### config.mk
export PLATFORM = sky130hd
export DESIGN_NAME = my_button_debouncer
export DESIGN_NICKNAME = d
export VERILOG_FILES = /design/src/rtl/my_button_debouncer.sv
export SDC_FILE = /design/constraint.sdc
export NUM_CORES = 1
export LEC_CHECK = 0
export BUFFER_PORTS_ARGS = -buffer_cell sky130_fd_sc_hd__buf_2
export CAP_MARGIN = 20
export CELL_PAD_IN_SITES_DETAIL_PLACEMENT = 1
export CELL_PAD_IN_SITES_GLOBAL_PLACEMENT = 1
export CORE_UTILIZATION = 52
export DETAILED_ROUTE_END_ITERATION = 8
export HOLD_SLACK_MARGIN = 0.03
export MAX_ROUTING_LAYER = met4
export PLACE_DENSITY = 0.92
export SETUP_SLACK_MARGIN = 0.5
export SLEW_MARGIN = 40
export SYNTH_ARGS = -nofsm -noshare
export SYNTH_HDL_FRONTEND = slang
export SYNTH_SLANG_ARGS = --single-unit
export TNS_END_PERCENT = 5
### constraint.sdc
create_clock -name clk -period 3.1 [get_ports clk]
set_input_delay 0.155 -clock clk [delete_from_list [all_inputs] [get_ports clk]]
set_output_delay 0.155 -clock clk [all_outputs]
set_load 0.02 [all_outputs]
### src/rtl/my_button_debouncer.sv
// my_button_debouncer
// Per-channel synchroniser and debouncer for raw button/switch pins. A channel
// only changes its registered output after the synchronised level has differed
// from it for STABLE_CYCLES consecutive clocks; any return to the current
// output value discards the accumulated count. A one-cycle toggle pulse is
// registered alongside each accepted change.
module my_button_debouncer #(
    parameter int SIGNAL_NUMBER    = 3,
    parameter int SYNC_STAGES      = 2,
    parameter int STABLE_CYCLES    = 250000,
    parameter int INPUT_ACTIVE_LOW = 1
) (
    input  logic                     clk,
    input  logic                     rst,
    input  logic [SIGNAL_NUMBER-1:0] signal_input,
    output logic [SIGNAL_NUMBER-1:0] signal_output,
    output logic [SIGNAL_NUMBER-1:0] signal_toggle
);

    localparam int CNT_W = $clog2(STABLE_CYCLES + 1);
    // Terminal count: reaching it with a still-differing level accepts the level.
    localparam logic [CNT_W-1:0] CNT_MAX = CNT_W'(STABLE_CYCLES - 1);

    logic [SIGNAL_NUMBER-1:0]                  x;
    logic [SIGNAL_NUMBER-1:0]                  s;
    logic [SYNC_STAGES-1:0][SIGNAL_NUMBER-1:0] sync_q, sync_d;
    logic [SIGNAL_NUMBER-1:0][CNT_W-1:0]       cnt_q, cnt_d;
    logic [SIGNAL_NUMBER-1:0]                  out_q, out_d;
    logic [SIGNAL_NUMBER-1:0]                  tog_q, tog_d;

    // Normalise polarity so that 1 always means "pressed" inside the block.
    generate
        if (INPUT_ACTIVE_LOW != 0) begin : g_inv
            assign x = ~signal_input;
        end else begin : g_pass
            assign x = signal_input;
        end
    endgenerate

    assign s = sync_q[SYNC_STAGES-1];

    // Synchroniser chain: stage 0 captures the asynchronous pins, last stage is s.
    always_comb begin
        sync_d    = '0;
        sync_d[0] = x;
        for (int k = 1; k < SYNC_STAGES; k++) begin
            sync_d[k] = sync_q[k-1];
        end
    end

    // Per-channel stability counter, output acceptance and toggle generation.
    always_comb begin
        cnt_d = '0;
        out_d = out_q;
        tog_d = '0;
        for (int i = 0; i < SIGNAL_NUMBER; i++) begin
            if (s[i] != out_q[i]) begin
                if (cnt_q[i] == CNT_MAX) begin
                    out_d[i] = s[i];
                    tog_d[i] = 1'b1;
                end else begin
                    cnt_d[i] = cnt_q[i] + CNT_W'(1);
                end
            end
        end
    end

    // State registers; reset returns every channel to released with no count.
    always_ff @(posedge clk or negedge rst) begin
        if (!rst) begin
            sync_q <= '0;
            cnt_q  <= '0;
            out_q  <= '0;
            tog_q  <= '0;
        end else begin
            sync_q <= sync_d;
            cnt_q  <= cnt_d;
            out_q  <= out_d;
            tog_q  <= tog_d;
        end
    end

    assign signal_output = out_q;
    assign signal_toggle = tog_q;

endmodule

==> out/results.md, run 1 <==
| Metric | This run | Unit |
|---|---|---|
| Outcome | finished, final reports clean | - |
| Unique masters post-synth | 38 | - |
| Tightest hold margin | 346 | ps |
| Number of synthesized flops with an enable pin | 0 | - |
| Number of rows in the core area | 27 | - |
| Post-synthesis simple-gate area fraction | 25.5 | % |
| Mean instance size in the synthesized netlist | 10.3 | um^2 |
| Gr ovfl total | 0 | - |
| Relative slew slack | 53.1 | % |
| RSZ-0062 raised after global routing | false | - |
| Number of cells traversed by the worst register-to-register path | 5 | - |
| Final period utilization | 69.5 | % |
| Overall die height | 79.3 | um |
| Type of origin of the critical path | flip-flop | - |
| Num Clock Sinks | 66 | - |
| Cell count after synthesis | 301 | - |
| Tightest Pin Transition | 699 | ps |
| Met2 WL post-DR | 3.61 | mm |
| Worst Hold Path Cells | 0 | - |
| Final Cell Area | 3460 | um^2 |
| Setup TNS Final | 0 | ps |
| Total setup buffers inserted after CTS | 0 | - |
| Adder-Cell Fraction of Synth Area | 1.21 | % |
| Post-DRT Antenna Nets | 0 | - |
| Antenna violations before repair | 0 | - |
| Number of violations reported at the end of detailed-routing iteration 0 | 147 | - |
| Static leakage | 1.44 | nW |
| Number of nets in the final layout | 336 | - |
| Highest net fanout along the worst path | 11 | - |
| Total routed wire length on the met1 layer | 3.08 | mm |
| Proportion of synthesized flip-flops having asynchronous set or reset | 100 | % |
| Kind of capture point of the worst setup path | flip-flop | - |
| Sequential share of the synthesized area | 53.2 | % |
| Layout cell share with drive strength beyond 1 | 12.2 | % |
| Biggest area contributors in the synthesized netlist | dfrtp_1 (53%), xnor2_1 (10%), nor2_1 (6.9%) | - |
| Proportion of netlist area held by the largest area contributor | 53.2 | % |
| Slack of the critical path | 945 | ps |
| Class of the tightest hold or removal check | flip-flop to flip-flop | - |
| Count of fill cells added during filler insertion | 624 | - |
| Clock tree from TritonCTS | built | - |
| Drc violations | 0 | - |
| Via/cell ratio | 5.81 | - |
| Kind of critical path | flip-flop to flip-flop | - |
| Final number of max-transition violations | 0 | - |
| Yosys warnings | 0 | - |
| Detailed-route wire length | 6.94 | mm |
| Maximum number of pins on one net before global-route repair | 28 | - |
| Floorplan die area | 6290 | um^2 |
| GPL Wtd Cong | 0.844 | - |
| Via count of the routed design | 2,330 | - |
| Total of flip-flops plus latches after synthesis | 66 | - |
| Boundary pin count | 11 | - |
| Summed instance area of the synthesized netlist | 3110 | um^2 |
| Relative area change from synthesis to final layout | 11.4 | % |
| Via count of the first global-routing pass | 2,525 | - |
| Post-placement cell area | 3270 | um^2 |
| Max Clk Rate | 464 | MHz |
| HPWL reported at the end of detailed placement | 4.94 | mm |
| Root buffer cell | clkbuf_8 | - |
| Layout Skew | 4.85 | ps |
| Total instance count after detailed placement | 384 | - |
| Area of the placeable core | 5640 | um^2 |
| Total clock buffers created by CTS | 9 | - |
| Detail Route met3 WL | 124 | um |
| Worst EP required | 3330 | ps |
| Clock-pin slew on the worst setup and hold paths | 70 | ps |
| Most common flop cell mapped by yosys | dfrtp_1 | - |
| Synthesized netlist net count | 309 | - |
| Number of non-filler instances in the completed layout | 401 | - |
| FF-to-FF setup slack | 950 | ps |
| Peak supply drop | 0.000280 | V |
| CP Data Arrival Time | 2380 | ps |
| Number of search-and-repair iterations in the first detailed-routing pass | 4 | - |
| Minimum clock period after layout | 2150 | ps |
| Cell type contributing the most total cell area after synthesis | dfrtp_1 | - |
| Total design power | 1.54 | mW |
| Clock Path Buffers | 2 | - |
| Clock insertion delay at the later pin of the skew report | 340 | ps |
| Count of final hold-check violations | 0 | - |
| Initial core utilization | 55.1 | % |
| Maximum Capacitance Violations | 0 | - |
| Power per cell area | 445 | nW/um^2 |
| Synth Area in Compound Gates | 3.38 | % |
| Pre-CTS WS | 840 | ps |
| H-tree depth reported by CTS | 3 | - |
| Port bufs | 10 | - |
| Chip Width | 79.3 | um |
| Global-route wire length before repair | 12.4 | mm |
| Final core occ | 61.3 | % |
| Combinational family with the most area after synthesis | simple AND/OR/NAND/NOR gates | - |
| Share of the synthesized netlist area taken by xor and xnor gates | 13.0 | % |
| Wire length per cell | 17.3 | um |
| Top metal layer carrying routed signals | met4 | - |
| Overall global routing resource usage | 27.0 | % |
| Final Setup Violations | 0 | - |
| Diode insertion count for antenna repair | 0 | - |
| Multiplexer share of the synthesized area | 1.53 | % |
-- layer usage --
metal	global-route usage, %	vias to the layer above
met3	4.14	13
met2	45.3	23
met1	32.3	1199
met4	11.5	0
met5	-	-
li1	-	1095
-- where the power goes --
group | switching [mW] | internal (mW) | total [mW] | leakage, nW
logic | 0.0411 | 0.0225 | 0.0636 | 0.461
registers | 0.0124 | 0.875 | 0.887 | 0.901
clock network | 0.294 | 0.293 | 0.587 | 0.0770
-- worst paths after layout --
| path | startpoint | endpoint |
|---|---|---|
| min in group asynchronous | rst | cnt_q[39]$_DFF_PN0_ |
| worst max-delay path | cnt_q[18]$_DFF_PN0_ | cnt_q[34]$_DFF_PN0_ |
| worst max register to register | cnt_q[18]$_DFF_PN0_ | cnt_q[34]$_DFF_PN0_ |
| worst min register to register | sync_d[5]$_DFF_PN0_ | s[2]$_DFF_PN0_ |
| worst min-delay path | sync_d[5]$_DFF_PN0_ | s[2]$_DFF_PN0_ |
| max in group asynchronous | rst | cnt_q[30]$_DFF_PN0_ |
-- repair_timing --
action                                 in CTS  in global routing
endpoints found under the hold margin      28                  0
hold buffers                                4                  0
resized for setup                           0                  0
-- cell usage in the layout (no fill, tap or decap), types with 3 or more instances in the layout --
| cell type | n |
|---|---|
| inv_1 | 14 |
| xnor2_1 | 36 |
| nand2_1 | 13 |
| xor2_1 | 10 |
| nor2_1 | 57 |
| buf_2 | 10 |
| nor3_1 | 10 |
| nand3_1 | 18 |
| nor4_1 | 17 |
| clkbuf_8 | 10 |
| a21oi_1 | 4 |
| buf_4 | 5 |
| dlygate4sd3_1 | 4 |
| dfrtp_1 | 66 |
| ha_1 | 3 |
| and3_1 | 3 |
| nand4_1 | 17 |
-- cell families (layout without fill, tap and decap cells) --
logic type,count (synthesis),in the layout
simple gates,152,152
mux,4,4
compound gates,12,12
buf+inv,18,46
fa+ha+maj,3,3
flops,66,66
xor+xnor,46,46
-- cell type report --
cell class	count	area [um^2]	share of cell area, %
Timing Repair Buffer	20	135	3.91
Multi-Input combinational cell	217	1380	40.0
Inverter	14	52.6	1.52
Sequential cell	66	1650	47.7
Clock inverter	1	5.00	0.145
Clock buffer	11	141	4.09
Tap cell	72	90.1	2.60
-- sequential cells by signal (all words and copies together), names as in the netlist --
| register | cells |
|---|---|
| cnt_q | 54 |
| s | 3 |
| signal_output | 3 |
| signal_toggle | 3 |
| sync_d | 3 |
-- Yosys cell counts (all sizes together), types with 4 or more instances --
library cell  instances
nor2                 57
inv                  14
xnor2                36
nand3                18
nand4                18
nor3                 10
xor2                 10
or4                   4
nand2                13
and3                  4
dfrtp                66
nor4                 17
a21oi                 4
-- worst max-delay path, stage by stage (launching register included) --
cell and delay, ps:
dfrtp_1 400, ha_1 230, nand4_1 380, o41ai_4 630, clkbuf_4 320, nor2_1 70
Note: power is estimated with default switching activity, not from simulation.
==> run 2: changes to the inputs <==
--- a/config.mk
+++ b/config.mk
@@ -9,11 +9,11 @@
 export CAP_MARGIN = 20
 export CELL_PAD_IN_SITES_DETAIL_PLACEMENT = 1
 export CELL_PAD_IN_SITES_GLOBAL_PLACEMENT = 1
-export CORE_UTILIZATION = 52
+export CORE_UTILIZATION = 49
 export DETAILED_ROUTE_END_ITERATION = 8
 export HOLD_SLACK_MARGIN = 0.03
 export MAX_ROUTING_LAYER = met4
-export PLACE_DENSITY = 0.92
+export PLACE_DENSITY = 0.88
 export SETUP_SLACK_MARGIN = 0.5
 export SLEW_MARGIN = 40
 export SYNTH_ARGS = -nofsm -noshare
==> constraint.sdc (replaced) <==
create_clock -name clk -period 2.2 [get_ports clk]
set_input_delay 0.11 -clock clk [delete_from_list [all_inputs] [get_ports clk]]
set_output_delay 0.11 -clock clk [all_outputs]
set_load 0.02 [all_outputs]
==> run 2 against run 1 <==
Combinational power increased by 56%. Fmax is 17% higher. Worst hold slack got worse by 79 ps. Final cell count increased by 5.2%. Clock skew rose by 11 ps. Sequential share of layout area shrank 3.4 points. Critical path type unchanged. Critical endpoint is now signal_output[1]$_DFFE_PN0P_. Highest routed layer unchanged.
==> out/results.md, run 2 (synthesis results as in run 1) <==
| Metric | This run | Unit | vs previous |
|---|---|---|---|
| GPL Wtd Cong | 0.790 | - | -6.4% |
| Area of combinational cells with multiple inputs | 1440 | um^2 | +3.8% |
| Total design power | 2.60 | mW | +69% |
| Antenna violations before repair | 0 | - | unchanged |
| Highest net fanout along the worst path | 3 | - | -8 |
| Worst EP required | 2450 | ps | -880 ps |
| Number of rows in the core area | 28 | - | +3.7% |
| CP Data Arrival Time | 2090 | ps | -290 ps |
| Final period utilization | 83.6 | % | +14 points |
| Via count of the routed design | 2,473 | - | +6.1% |
| Floorplan die area | 6660 | um^2 | +6.0% |
| Overall global routing resource usage | 26.3 | % | -0.63 points |
| Layout Skew | 15.4 | ps | +10.5 ps |
| Post-DRT Antenna Nets | 0 | - | unchanged |
| Tightest Pin Transition | 565 | ps | -134 ps |
| Top library cells by usage in the layout, fill and taps aside | nor2_1 (57), dfrtp_1 (56), xnor2_1 (36) | - |  |
| Clock Path Buffers | 2 | - | unchanged |
| Kind of capture point of the worst setup path | flip-flop | - |  |
| Max Clk Rate | 544 | MHz | +17% |
| HPWL reported at the end of detailed placement | 4.89 | mm | -0.95% |
| FF-to-FF setup slack | 360 | ps | -590 ps |
| Initial core utilization | 51.6 | % | -3.5 points |
| Relative area change from synthesis to final layout | 20.7 | % |  |
| Total clock buffers created by CTS | 9 | - | unchanged |
| Slack of the critical path | 360 | ps | -585 ps |
| Overall die height | 81.6 | um | +2.9% |
| Count of final hold-check violations | 0 | - | unchanged |
| Global-route wire length before repair | 12.4 | mm | +0.44% |
| Via/cell ratio | 5.86 | - | +0.86% |
| Maximum number of pins on one net before global-route repair | 44 | - | +57% |
| Relative slew slack | 62.4 | % | +9.3 points |
| Wire length per cell | 19.3 | um | +11% |
| Register with the highest flop count | cnt_q | - |  |
| Tightest hold margin | 268 | ps | -78.6 ps |
| Clock tree from TritonCTS | built | - |  |
| Most common cell after layout, fill and taps aside | nor2_1 | - |  |
| Final Setup Violations | 0 | - | unchanged |
| Type of origin of the critical path | flip-flop | - |  |
| Minimum clock period after layout | 1840 | ps | -315 ps |
| Outcome | finished, final reports clean | - |  |
| Clock insertion delay at the later pin of the skew report | 360 | ps | +20 ps |
| Pre-CTS WS | 255 | ps | -585 ps |
| Count of fill cells added during filler insertion | 661 | - | +5.9% |
| Chip Width | 81.6 | um | +2.9% |
| Kind of critical path | flip-flop to flip-flop | - |  |
| Maximum Capacitance Violations | 0 | - | unchanged |
| Root buffer cell | clkbuf_8 | - |  |
| Boundary pin count | 11 | - | unchanged |
| Clock-pin slew on the worst setup and hold paths | 80 | ps | about the same |
| Setup TNS Final | 0 | ps | unchanged |
| Via count of the first global-routing pass | 2,569 | - | +1.7% |
| Detailed-route wire length | 8.14 | mm | +17% |
| Static leakage | 1.55 | nW | +7.9% |
| Power per cell area | 695 | nW/um^2 | +56% |
| Final Cell Area | 3750 | um^2 | +8.4% |
| Number of search-and-repair iterations in the first detailed-routing pass | 4 | - | unchanged |
| Number of violations reported at the end of detailed-routing iteration 0 | 113 | - | -23% |
| Final number of max-transition violations | 0 | - | unchanged |
| Peak supply drop | 0.000402 | V | +44% |
| Layout cell share with drive strength beyond 1 | 22.2 | % | +10 points |
| Number of nets in the final layout | 350 | - | +4.2% |
| Area of the placeable core | 6030 | um^2 | +6.8% |
| H-tree depth reported by CTS | 3 | - | unchanged |
| Port bufs | 10 | - | unchanged |
| Class of the tightest hold or removal check | primary input to asynchronous set/reset pin | - |  |
| Gr ovfl total | 0 | - | unchanged |
| Sequential standard cell area | 1660 | um^2 | +0.76% |
| Post-placement cell area | 3310 | um^2 | +1.4% |
| RSZ-0062 raised after global routing | true | - |  |
| Diode insertion count for antenna repair | 0 | - | unchanged |
| Drc violations | 0 | - | unchanged |
| Max reg flops | 54 | - | unchanged |
| Num Clock Sinks | 66 | - | unchanged |
run 2: per-stage QoR:
| step | util (%) | cells |
|---|---|---|
| 2_1_floorplan | - | 301 |
| 5_1_grt | 62.2 | 422 |
| 4_1_cts | 60.7 | 417 |
| 3_3_place_gp | 55.0 | 391 |
| 3_5_place_dp | 55.0 | 391 |
| 6_report | 62.2 | 422 |
run 2: final cells by class:
type | instances | area share, %
Timing Repair Buffer | 34 | 6.94
Clock buffer | 10 | 3.40
Multi-Input combinational cell | 217 | 38.3
Tap cell | 75 | 2.50
Clock inverter | 6 | 3.07
Inverter | 14 | 1.40
Sequential cell | 66 | 44.4
run 2: worst paths after layout:
check	start	end	depth (start not counted)
setup / recovery	cnt_q[23]$_DFF_PN0_	signal_output[1]$_DFFE_PN0P_	4
hold / removal	rst	cnt_q[13]$_DFF_PN0_	2
setup reg to reg	cnt_q[23]$_DFF_PN0_	signal_output[1]$_DFFE_PN0P_	4
hold reg to reg	sync_d[3]$_DFF_PN0_	s[0]$_DFF_PN0_	0
max in group asynchronous	rst	cnt_q[46]$_DFF_PN0_	3
min in group clk	sync_d[3]$_DFF_PN0_	s[0]$_DFF_PN0_	0
run 2: critical path: stages (launching register included):
cell,delay (ps)
dfrtp_2,440
nor4_2,280
nand4_1,170
or4_4,530
mux2_4,310
run 2: what timing repair did:
action                                 CTS  global route
hold buffers                             4             0
endpoints found under the hold margin   26             0
setup endpoints to repair               42            55
pin swaps                                1             6
cloned                                   0             0
resized for setup                        4            18
buffers inserted                         6             5
run 2: report_power, final:
part	internal, mW	switching (mW)
Sequential	1.23	0.0186
Clock	0.757	0.499
Combinational	0.0380	0.0609
run 2: routing by layer:
layer	GRT usage, %	vias to the layer above	part of all wire, %
met3	4.11	26	2.9
met4	15.8	0	3.5
met2	44.3	57	52
met5	-	-	0
met1	29.6	1259	42
li1	-	1131	-
